`config.mk`:
```
export PLATFORM = sky130hd
export DESIGN_NAME = mem_arbiter
export DESIGN_NICKNAME = d
export VERILOG_FILES = /design/src/rtl/mem_arbiter.sv
export SDC_FILE = /design/constraint.sdc
export NUM_CORES = 1
export LEC_CHECK = 0
export BUFFER_PORTS_ARGS = -buffer_cell sky130_fd_sc_hd__buf_2
export CAP_MARGIN = 20
export CORE_AREA = 2 2 105 107
export CTS_CLUSTER_SIZE = 8
export DETAILED_ROUTE_END_ITERATION = 10
export DIE_AREA = 0 0 107 109
export PLACE_DENSITY = 0.49
export SLEW_MARGIN = 40
export SYNTH_ARGS = -nofsm -noshare
export SYNTH_HDL_FRONTEND = slang
export SYNTH_SLANG_ARGS = --single-unit
```
`constraint.sdc`:
```
create_clock -name CLK -period 3.78 [get_ports CLK]
set_clock_uncertainty 0.15 [all_clocks]
set_input_delay 0 -clock CLK [delete_from_list [all_inputs] [get_ports CLK]]
set_output_delay 0 -clock CLK [all_outputs]
set_load 0.1 [all_outputs]
```
`src/rtl/mem_arbiter.sv`:
```
// mem_arbiter: shares one single-port RAM between icache fill and dcache read/write,
// with dcache priority and a starvation bound that guarantees instruction fetch progress.
module mem_arbiter #(
    parameter int ADDR_W     = 32,
    parameter int DATA_W     = 32,
    parameter int STARVE_MAX = 4
) (
    input  logic              CLK,
    input  logic              nRST,
    input  logic              iREN,
    input  logic [ADDR_W-1:0] iaddr,
    output logic              iwait,
    output logic [DATA_W-1:0] iload,
    input  logic              dREN,
    input  logic              dWEN,
    input  logic [ADDR_W-1:0] daddr,
    input  logic [DATA_W-1:0] dstore,
    output logic              dwait,
    output logic [DATA_W-1:0] dload,
    output logic              ramREN,
    output logic              ramWEN,
    output logic [ADDR_W-1:0] ramaddr,
    output logic [DATA_W-1:0] ramstore,
    input  logic [DATA_W-1:0] ramload,
    input  logic [1:0]        ramstate,
    output logic [1:0]        owner
);
    typedef enum logic [1:0] {IDLE = 2'd0, SERVE_I = 2'd1, SERVE_D = 2'd2} state_t;
    localparam logic [1:0] ACCESS = 2'd2;
    localparam int CNT_W = $clog2(STARVE_MAX + 1);
    localparam logic [CNT_W-1:0] CNT_MAX = CNT_W'(STARVE_MAX);

    state_t           state;
    logic [CNT_W-1:0] starveCnt;
    logic             dReq;
    logic             ramAccess;
    logic             goD;
    logic             servI;
    logic             servD;

    assign dReq      = dREN | dWEN;
    assign ramAccess = ramstate == ACCESS;
    assign goD       = dReq && (!iREN || starveCnt < CNT_MAX);
    assign servI     = state == SERVE_I;
    assign servD     = state == SERVE_D;

    always_ff @(posedge CLK or negedge nRST) begin
        if (!nRST) begin
            state     <= IDLE;
            starveCnt <= '0;
            owner     <= 2'd0;
        end else begin
            case (state)
                IDLE: begin
                    if (goD) begin
                        state     <= SERVE_D;
                        owner     <= 2'd2;
                        // goD with iREN implies starveCnt < CNT_MAX, so the increment saturates naturally
                        starveCnt <= iREN ? starveCnt + 1'b1 : '0;
                    end else if (iREN) begin
                        state     <= SERVE_I;
                        owner     <= 2'd1;
                        starveCnt <= '0;
                    end
                end
                SERVE_I: begin
                    if (ramAccess || !iREN) begin
                        state <= IDLE;
                        owner <= 2'd0;
                    end
                end
                SERVE_D: begin
                    if (ramAccess || !dReq) begin
                        state <= IDLE;
                        owner <= 2'd0;
                    end
                end
                default: begin
                    state <= IDLE;
                    owner <= 2'd0;
                end
            endcase
        end
    end

    assign ramWEN   = servD && dWEN;
    assign ramREN   = servI || (servD && !dWEN);
    assign ramaddr  = servI ? iaddr : servD ? daddr : '0;
    assign ramstore = ramWEN ? dstore : '0;
    assign iwait    = !(servI && ramAccess);
    assign dwait    = !(servD && ramAccess);
    assign iload    = servI ? ramload : '0;
    assign dload    = servD ? ramload : '0;
endmodule

```
==> reports/summary.txt <==
Clk sinks -> 5
Via count of the first global-routing pass -> 1,895
Final Cycle Share -> 68.7%
CP top delay family -> buffers and inverters
Most instantiated library cell after synthesis -> and2_1
Final ANT Viol Nets -> 0
Leak pwr -> 1.85 nW
Initial Util -> 11.9%
Critical path data arrival time -> 2.45 ns
Clock Latency Late Sink -> 0.22 ns
Req. time, crit path -> 3.63 ns
Largest net degree at the start of global routing -> 58
Peak supply drop -> 0.252 mV
CP cell instances -> nor2b_4 > buf_4 > a22o_1 > buf_2
EDFF count, synth -> 0
Post-DP Area -> 2720 um^2
Final hold violation count -> 0
DP Cell Count -> 565
Layout Cells excl Fill -> 575
Status -> finished, final reports clean
Detailed-router iteration count before antenna repair -> 4
#FFs+latches synth -> 5
Yosys top cell by area -> and2_1
RD Place Congestion -> 0.774
Rel. slew slack -> 55.5%
Ranking of synthesized cells by area -> and2_1 (32%), a22o_1 (24%), and3_1 (16%)
Clock buffer depth -> 2
Tot GR Track Use -> 11.2%
Min Clock Period, post-route -> 2.60 ns
Cells after synthesis -> 177
Vias per cell -> 4.06
Core ar. -> 10,600 um^2
Area share of the largest cell type after synthesis -> 32.1%
Layout cells sized above 1 -> 64.4%
Die ar. -> 11,700 um^2
Rows -> 38
Seq/Total Area, Yosys -> 9.88%
CTS HTree Levels -> 1
Final Routed Wirelength -> 7.95 mm
Worst Reg-to-Reg Cells -> 3
Hold path depth -> 3
Area grow syn2layout -> 122%
CP Class -> flop to output port
Fraction of registers with async set/reset -> 100%
Main synth FF type -> dfrtp_1
Synthesis Warnings -> 0
Post-route cell area -> 2810 um^2
Nets@finish -> 570
Crit path buf inv count -> 2
DR WL/cell -> 13.8 um
Yosys cell types -> 20
Max Freq -> 0.385 GHz
RSZ-0062 raised after global routing -> no
Worst hold path class -> input pin to flop
Gr ovfl total -> 0
Post-CTS Setup Bufs -> 0
Net Count, Synth -> 313
Crit. End Element -> output port
Die height -> 109 um
Crit-path max FO -> 37
Root Driver -> clkbuf_8
Worst slew pin tran -> 0.666 ns
Antenna violations before repair -> 1
Clock slew at the register clock pins of the worst setup and hold paths -> 0.03 ns
Syn_area_per_cell -> 7.15 um^2
Levels on crit path -> 4
Die X -> 107 um
Final setup violation count -> 0
Drt drc -> 0
Io pins -> 269
Crit-path max cell delay -> 0.63 ns
Post-synth top cells -> and2_1 (65), a22o_1 (34), and3_1 (32)
Maximum Capacitance Violations -> 0
First-pass GRT wire length -> 10.4 mm
Via count -> 2,333
Setup TNS -> 0 ns
Post-synthesis cell area -> 1270 um^2
CTS tree -> yes
Slew Limit Fails -> 0
Drt initial violations -> 131
Crit start category -> flop
Slowest CP cell -> nor2b_4
Filler instances -> 1,175
Cell area power density -> 461 nW/um^2
Port Buf Inserts -> 268
HPWL Detailed -> 6.62 mm
CTS buffer count -> 3
[kinds of logic (layout without fill, tap and decap cells)]
group,Yosys count,after routing,synth area share [%]
muxes,1,1,0.889
adders and majority gates,1,1,0.988
DFF,5,5,9.88
AOI/OAI and AO/OA,38,38,26.1
other,0,2,0
and+or+nand+nor,108,108,53.0
buffers and inverters,24,280,9.19
[where the power goes]
| part | internal (mW) | switching (mW) | leakage (nW) |
|---|---|---|---|
| combinational | 0.203 | 0.925 | 1.76 |
| clock | 0.0723 | 0.0252 | 0.0228 |
| sequential | 0.0623 | 0.00884 | 0.0648 |
[placed cells by master, fill, tap and decap left out]
cell and n:
buf_2 268, and2_1 65, a22o_1 34, and3_1 32
dfrtp_1 5, nand2_1 3, clkbuf_8 3, dlygate4sd3_1 3
diode_2 2, nor2b_4 2, inv_1 2, nor2_1 2
a2111oi_0 2, a21o_1 1, nor2b_1 1, o31ai_1 1
nor2_2 1, nor4b_2 1, mux2_2 1, nor3_1 1
ha_1 1, clkbuf_1 1, buf_8 1, buf_4 1
buf_12 1
[per-stage QoR]
stage	setup WS, ns	hold WS [ns]	utilization (%)	total power, mW
2_1_floorplan	1.25	-0.446	-	1.01
3_3_place_gp	1.40	-0.332	25.6	1.19
3_5_place_dp	1.38	-0.330	25.6	1.19
4_1_cts	1.14	0.00567	26.3	1.30
5_1_grt	1.03	0.0453	26.5	1.34
6_report	1.18	0.00202	26.5	1.30
[state kept, by name (all words and copies together) (netlist names)]
signal     count
starveCnt      3
state          2
[cell type report]
type | instances | area [um^2] | share of cell area (%)
timing repair buffer | 274 | 1410 | 50.3
tap | 140 | 175 | 6.23
clock buffer | 4 | 45.0 | 1.60
sequential | 5 | 125 | 4.45
antenna | 2 | 5.00 | 0.178
multi-input combinational | 148 | 1040 | 37.0
inverter | 2 | 7.51 | 0.267
[worst paths after layout]
check | slack [ns] | startpoint | to
hold / removal | 0.002 | dREN | state[1]$_DFFE_PN0P_
max in group asynchronous | 2.74 | nRST | starveCnt[1]$_DFFE_PN0P_
setup reg to reg | 2.44 | state[0]$_DFFE_PN0P_ | starveCnt[0]$_DFFE_PN0P_
min in group asynchronous | 0.55 | nRST | starveCnt[2]$_DFFE_PN0P_
hold reg to reg | 0.36 | starveCnt[1]$_DFFE_PN0P_ | starveCnt[1]$_DFFE_PN0P_
setup / recovery | 1.18 | state[0]$_DFFE_PN0P_ | ramaddr[17]
[metal layers]
| metal | share of wire, % | track usage [%] | wire [um] |
|---|---|---|---|
| met1 | 40 | 13.9 | 3150 |
| met2 | 51 | 20.7 | 4090 |
| met3 | 8.9 | 2.51 | 705 |
| met4 | 0 | 0.835 | 0 |
| met5 | 0 | 0 | 0 |
[worst reg2reg max path: stages (launching register included)]
cell	delay, ns
dfrtp_1	0.45
nor2_1	0.16
nor4b_2	0.30
mux2_2	0.21
[repair_timing]
item                                    4_1_cts  5_1_grt
endpoints found under the setup margin        0        0
hold endpoints to repair                      7        0
hold buffers                                  3        0
resized for setup                             0        0
No activity file was read; power rests on OpenSTA's default activity.
